## src/rtl/halt_ctrl_if.sv

```systemverilog
// Run-control bus between debug/decode sources, halt_ctrl and the PC register.
// master drives requests and debug controls; slave (halt_ctrl) returns run status.
interface halt_ctrl_if #(
  parameter int NUM_SRC = 4,
  parameter int STEP_W  = 8,
  parameter int CNT_W   = 32
);
  logic [NUM_SRC-1:0] halt_req;
  logic [NUM_SRC-1:0] halt_mask;
  logic               go;
  logic               step_mode;
  logic [STEP_W-1:0]  step_n;
  logic               pc_enable;
  logic               halted;
  logic [NUM_SRC-1:0] halt_cause;
  logic [CNT_W-1:0]   halt_cnt;
  logic [CNT_W-1:0]   run_cycles;

  modport master (
    output halt_req, halt_mask, go, step_mode, step_n,
    input  pc_enable, halted, halt_cause, halt_cnt, run_cycles
  );

  modport slave (
    input  halt_req, halt_mask, go, step_mode, step_n,
    output pc_enable, halted, halt_cause, halt_cnt, run_cycles
  );
endinterface

```

## src/rtl/halt_ctrl.sv

```systemverilog
// Run-control FSM gating the PC write enable: maskable halt sources, go/step resume, counters.
// Define HALT_CTRL_RUN_CNT_EN to build the run_cycles counter; otherwise it reads 0.
module halt_ctrl #(
  parameter int NUM_SRC = 4,
  parameter int STEP_W  = 8,
  parameter int CNT_W   = 32
) (
  input  logic      clk,
  input  logic      rst,
  halt_ctrl_if.slave bus
);

  typedef enum logic [1:0] {
    S_RUN  = 2'd0,
    S_HALT = 2'd1,
    S_STEP = 2'd2
  } state_t;

  state_t             state_q, state_d;
  logic [STEP_W-1:0]  rem_q, rem_d;
  logic [NUM_SRC-1:0] cause_q, cause_d;
  logic [NUM_SRC-1:0] active;
  logic [CNT_W-1:0]   hcnt_q;
  logic               go_q, go_rise, hit, cnt_inc, pc_en;

  assign active  = bus.halt_req & ~bus.halt_mask;
  assign hit     = |active;
  assign go_rise = bus.go & ~go_q;
  assign pc_en   = (state_q != S_HALT);

  always_ff @(posedge clk or posedge rst) begin
    if (rst) begin
      state_q <= S_RUN;
      rem_q   <= '0;
      cause_q <= '0;
      go_q    <= 1'b0;
    end else begin
      state_q <= state_d;
      rem_q   <= rem_d;
      cause_q <= cause_d;
      go_q    <= bus.go;
    end
  end

  // hit is only consulted in the enabled states, so go always wins while halted
  always_comb begin
    state_d = state_q;
    rem_d   = rem_q;
    cause_d = cause_q;
    cnt_inc = 1'b0;
    unique case (state_q)
      S_RUN: begin
        if (hit) begin
          state_d = S_HALT;
          cause_d = active;
          cnt_inc = 1'b1;
        end
      end
      S_HALT: begin
        if (go_rise) begin
          cause_d = '0;
          if (bus.step_mode) begin
            state_d = S_STEP;
            rem_d   = (bus.step_n == '0) ? STEP_W'(1) : bus.step_n;
          end else begin
            state_d = S_RUN;
          end
        end
      end
      S_STEP: begin
        if (hit) begin
          state_d = S_HALT;
          cause_d = active;
          cnt_inc = 1'b1;
        end else if (rem_q == STEP_W'(1)) begin
          state_d = S_HALT;
          cause_d = '0;
        end else begin
          rem_d = rem_q - STEP_W'(1);
        end
      end
      default: begin
        state_d = S_RUN;
        cause_d = '0;
      end
    endcase
  end

  always_ff @(posedge clk or posedge rst) begin
    if (rst)                     hcnt_q <= '0;
    else if (cnt_inc && ~&hcnt_q) hcnt_q <= hcnt_q + CNT_W'(1);
  end

`ifdef HALT_CTRL_RUN_CNT_EN
  logic [CNT_W-1:0] run_q;

  always_ff @(posedge clk or posedge rst) begin
    if (rst)                   run_q <= '0;
    else if (pc_en && ~&run_q) run_q <= run_q + CNT_W'(1);
  end

  assign bus.run_cycles = run_q;
`else
  assign bus.run_cycles = '0;
`endif

  assign bus.pc_enable  = pc_en;
  assign bus.halted     = (state_q == S_HALT);
  assign bus.halt_cause = cause_q;
  assign bus.halt_cnt   = hcnt_q;

endmodule
```

## src/flat_wrapper.sv

```systemverilog
// flat-port wrapper written by rule: the top's interface ports become plain ports
module halt_ctrl_flat 
#(
  parameter int NUM_SRC = 4,
  parameter int STEP_W  = 8,
  parameter int CNT_W   = 32
)
  (clk, rst, bus_halt_req, bus_halt_mask, bus_go, bus_step_mode, bus_step_n, bus_pc_enable, bus_halted, bus_halt_cause, bus_halt_cnt, bus_run_cycles);
  halt_ctrl_if #(.NUM_SRC(NUM_SRC), .STEP_W(STEP_W), .CNT_W(CNT_W)) bus_i ();
  input  logic clk;
  input  logic rst;
  input wire logic [$bits(bus_i.halt_req)-1:0] bus_halt_req;
  input wire logic [$bits(bus_i.halt_mask)-1:0] bus_halt_mask;
  input wire logic [$bits(bus_i.go)-1:0] bus_go;
  input wire logic [$bits(bus_i.step_mode)-1:0] bus_step_mode;
  input wire logic [$bits(bus_i.step_n)-1:0] bus_step_n;
  output wire logic [$bits(bus_i.pc_enable)-1:0] bus_pc_enable;
  output wire logic [$bits(bus_i.halted)-1:0] bus_halted;
  output wire logic [$bits(bus_i.halt_cause)-1:0] bus_halt_cause;
  output wire logic [$bits(bus_i.halt_cnt)-1:0] bus_halt_cnt;
  output wire logic [$bits(bus_i.run_cycles)-1:0] bus_run_cycles;
  assign bus_i.halt_req = bus_halt_req;
  assign bus_i.halt_mask = bus_halt_mask;
  assign bus_i.go = bus_go;
  assign bus_i.step_mode = bus_step_mode;
  assign bus_i.step_n = bus_step_n;
  assign bus_pc_enable = bus_i.pc_enable;
  assign bus_halted = bus_i.halted;
  assign bus_halt_cause = bus_i.halt_cause;
  assign bus_halt_cnt = bus_i.halt_cnt;
  assign bus_run_cycles = bus_i.run_cycles;
  halt_ctrl #(.NUM_SRC(NUM_SRC), .STEP_W(STEP_W), .CNT_W(CNT_W)) u_core (.clk(clk), .rst(rst), .bus(bus_i));
endmodule
```

## config.mk

```make
export PLATFORM = sky130hd
export DESIGN_NAME = halt_ctrl_flat
export DESIGN_NICKNAME = d
export VERILOG_FILES = /design/src/rtl/halt_ctrl_if.sv /design/src/rtl/halt_ctrl.sv /design/src/flat_wrapper.sv
export SDC_FILE = /design/constraint.sdc
export NUM_CORES = 1
export LEC_CHECK = 0
export CAP_MARGIN = 0
export CORE_UTILIZATION = 30
export CTS_BUF_LIST = sky130_fd_sc_hd__clkbuf_8 sky130_fd_sc_hd__clkbuf_16
export CTS_CLUSTER_DIAMETER = 50
export DETAILED_ROUTE_END_ITERATION = 10
export GPL_ROUTABILITY_DRIVEN = 0
export SYNTH_ARGS = -nofsm -noshare
export SYNTH_HDL_FRONTEND = slang
export SYNTH_SLANG_ARGS = --single-unit
```

## constraint.sdc

```tcl
create_clock -name clk -period 3.8 [get_ports clk]
set_input_delay 0.57 -clock clk [delete_from_list [all_inputs] [get_ports clk]]
set_output_delay 0.57 -clock clk [all_outputs]
set_load 0.02 [all_outputs]
```

==> results.sh <==
export IMPL_ys_flop_type="sky130_fd_sc_hd__dfrtp_1"
export IMPL_timing_slew_headroom_pct=33.5
export IMPL_die_area_sq_um=9390
export IMPL_status="finished, final reports clean"
export IMPL_routed_via_count=2120
export IMPL_syn_instance_count=274
export IMPL_synth_enable_flop_cells=0
export IMPL_drt_pass1_iterations=4
export IMPL_detailedPlace_worstSlack_ps=1230
export IMPL_insertion_delay_ps=300
export IMPL_instances_no_fill=442
export IMPL_critical_path_max_fanout=9
export IMPL_layout_core_utilization_pct=38.4
export IMPL_max_cap_viol_count=0
export IMPL_cts_post_setup_buffers_inserted=0
export IMPL_timing_worst_slew_pin_value_ps=996
export IMPL_final_slew_viol_count=0
export IMPL_vias_per_cell=4.80
export IMPL_dpl_hpwl_um=4330
export IMPL_cts_hold_fix_buffers=0
export IMPL_p_sw_share_pct=39.2
export IMPL_static_leakage_uw=0.00142
export IMPL_start_kind="primary input"
export IMPL_ys_seq_area_share_pct=43.5
export IMPL_clock_tree_from_tritoncts="done"
export IMPL_design_portCount=90
export IMPL_drt_iter0_markers=37
export IMPL_hp_class="reg -> reg"
export IMPL_report_power_total_uw=1650
export IMPL_antenna_found_initial=0
export IMPL_crit_start="bus_halt_mask[3]"
export IMPL_clock_skew_ps=5.97
export IMPL_timing_fmax_mhz=445
export IMPL_cts_path_max_buffers=2
export IMPL_post_synth_cell_area_avg_sq_um=9.86
export IMPL_port_buffers=57
export IMPL_nets=356
export IMPL_synth_cell_area_sq_um=2700
export IMPL_power_density_nw_per_um2=492
export IMPL_post_synth_main_area_contributors="sky130_fd_sc_hd__dfrtp_1, sky130_fd_sc_hd__buf_4, sky130_fd_sc_hd__xnor2_1, sky130_fd_sc_hd__nand4_1, sky130_fd_sc_hd__nand3_1"
export IMPL_pwr_share_seq_pct=43.5
export IMPL_antenna_diode_count=0
export IMPL_synthTopCellsByCount="sky130_fd_sc_hd__dfrtp_1, sky130_fd_sc_hd__buf_4, sky130_fd_sc_hd__xnor2_1"
export IMPL_number_of_global_route_vias_before_repair=2089
export IMPL_drc=0
export IMPL_floorplan_rows=34
export IMPL_critical_setup_path_kind="in -> reg"
export IMPL_antenna_left=0
export IMPL_fp_dieW_um=96.9
export IMPL_end_kind="flip-flop"
export IMPL_ys_warn_count=0
export IMPL_wl_per_cell_um=13.4
export IMPL_fillerInstances=892
export IMPL_final_setup_tns_ps=0
export IMPL_final_period_minus_worst_setup_slack_ps=2250
export IMPL_yosysUniqueCellTypes=46
export IMPL_yosys_register_bits=47
export IMPL_postCtsResizedCells=0
export IMPL_setup_slack_ps=1550
export IMPL_final_critical_path_share_of_the_clock_period_pct=59.2
export IMPL_arrival_ps=2430
export IMPL_synth_top_cell_by_area="sky130_fd_sc_hd__dfrtp_1"
export IMPL_finalHoldViolations=0
export IMPL_share_of_flip_flops_with_an_asynchronous_set_or_reset_pct=100
export IMPL_grt_first_pass_wirelength_um=10200
export IMPL_post_route_cells_drive_above_1_share_pct=6.29
export IMPL_global_route_usage_total_pct=13.1
export IMPL_areaGrowthSynthToFinish_pct=23.9
export IMPL_post_synth_top_count_cell="sky130_fd_sc_hd__dfrtp_1"
export IMPL_htree_levels=2
export IMPL_power_internal_uw=1000
export IMPL_required_time_at_the_worst_slack_endpoint_ps=3980
export IMPL_routed_wirelength_um=5900
export IMPL_path_clk_slew_ps=90
export IMPL_max_vdd_ir_drop_mv=0.227
export IMPL_floorplan_initialDensity_pct=31.0
export IMPL_worstHoldStart="u_core.bus.halt_cause[3]"
export IMPL_grt_overflow_total=0
export IMPL_placed_cells_incl_taps=434
export IMPL_switchingPower_uw=645
export IMPL_die_height_um=96.9
export IMPL_grt_start_max_net_pins=48
export IMPL_setup_viol_count_final=0
export IMPL_rr_startpoint="u_core.bus.halt_cnt[0]"
export IMPL_grt_setup_unrepaired="no"
export IMPL_core_area_sq_um=8720
export IMPL_share_comb_of_total_power_pct=38.4
export IMPL_clkPwrFrac_pct=18.1
export IMPL_cts_buffers=5
export IMPL_synth_top_cell_area_share_pct=43.5
export IMPL_clockRootBuffer="sky130_fd_sc_hd__clkbuf_8"
export IMPL_clkSinkCount=47
[path summary, 6_finish.rpt]
kind | endpoint | slack (ps) | cells past startpoint
max | u_core.rem_q[1] | 1550 | 6
min | u_core.bus.halt_cause[3] | 510 | 1
max reg2reg | u_core.bus.halt_cnt[1] | 1770 | 6
min reg2reg | u_core.bus.halt_cause[3] | 510 | 1
max in group asynchronous | u_core.bus.halt_cnt[18] | 2370 | 2
min in group asynchronous | u_core.bus.halt_cnt[2] | 810 | 2
[metal layers]
metal | share of wire (%) | track usage (%) | up-vias
met1 | 48 | 17.2 | 1018
li1 | - | - | 1026
met4 | 1.4 | 4.25 | 0
met3 | 4.0 | 2.75 | 10
met5 | 0 | 0 | -
met2 | 47 | 21.4 | 66
[cell type report]
class                   instances  area (sq um)  share of cell area (%)
clock buffers                   5          68.8                    2.06
clock inverters                 3          16.3                   0.486
inverters                      11          41.3                    1.23
multi-input cells             210          1330                    39.8
flip-flops and latches         47          1180                    35.1
well taps                     108           135                    4.04
repair buffers                 58           578                    17.3
[through the flow]
| stage | hold WS (ps) | cell area (sq um) |
|---|---|---|
| floorplan | 506 | 2820 |
| finish | 507 | 3350 |
| global placement | 483 | 3260 |
| detailed placement | 481 | 3260 |
| CTS | 505 | 3350 |
| global route | 539 | 3350 |
[logic make-up (layout without fill, tap and decap cells)]
| family | Yosys count | in the layout | synth area share [%] |
|---|---|---|---|
| and+or+nand+nor | 103 | 103 | 22.9 |
| buffers and inverters | 48 | 77 | 11.5 |
| DFF | 47 | 47 | 43.5 |
| AOI/OAI and AO/OA | 41 | 41 | 10.3 |
| xor gates and xnor gates | 29 | 29 | 9.40 |
| adders and majority gates | 3 | 3 | 1.39 |
| muxes | 2 | 2 | 0.787 |
| other | 1 | 32 | 0.139 |
[registers in the layout (all words and copies together), names as in the netlist]
register               count
u_core.go_q                1
u_core.state_q             2
u_core.bus.halt_cnt       32
u_core.rem_q               8
u_core.bus.halt_cause      4
[power groups by stage]
stage                     clock network, uW  registers [uW]  logic, uW
after floorplan                           0             754        394
after detailed placement                  0             722        636
after global routing                    324             735        700
after global placement                    0             720        631
after CTS                               308             714        638
final                                   297             716        633
[layout by cell type (no fill, tap or decap), types with 4 or more instances in the layout]
master,netlist,final
sky130_fd_sc_hd__nand2_1,17,17
sky130_fd_sc_hd__inv_1,11,11
sky130_fd_sc_hd__xnor2_1,21,21
sky130_fd_sc_hd__dfrtp_1,47,47
sky130_fd_sc_hd__xor2_1,8,8
sky130_fd_sc_hd__clkdlybuf4s50_1,0,57
sky130_fd_sc_hd__a31oi_1,5,5
sky130_fd_sc_hd__nand3_1,18,18
sky130_fd_sc_hd__a21oi_1,13,13
sky130_fd_sc_hd__o21ai_0,5,5
sky130_fd_sc_hd__nor2_1,13,13
sky130_fd_sc_hd__nand2b_1,4,4
sky130_fd_sc_hd__nand4_1,18,18
sky130_fd_sc_hd__nor3_1,6,6
sky130_fd_sc_hd__o2bb2ai_1,5,5
sky130_fd_sc_hd__and3_1,4,4
sky130_fd_sc_hd__conb_1,1,32
sky130_fd_sc_hd__clkbuf_8,0,5
[critical path, cell delays in order]
cell                              delay, ps
sky130_fd_sc_hd__clkdlybuf4s50_1        440
sky130_fd_sc_hd__nand2b_1               200
sky130_fd_sc_hd__nand4_1                210
sky130_fd_sc_hd__o31ai_4                490
sky130_fd_sc_hd__and2_1                 380
sky130_fd_sc_hd__o21ai_0                130
(Power assumes the default switching activity.)
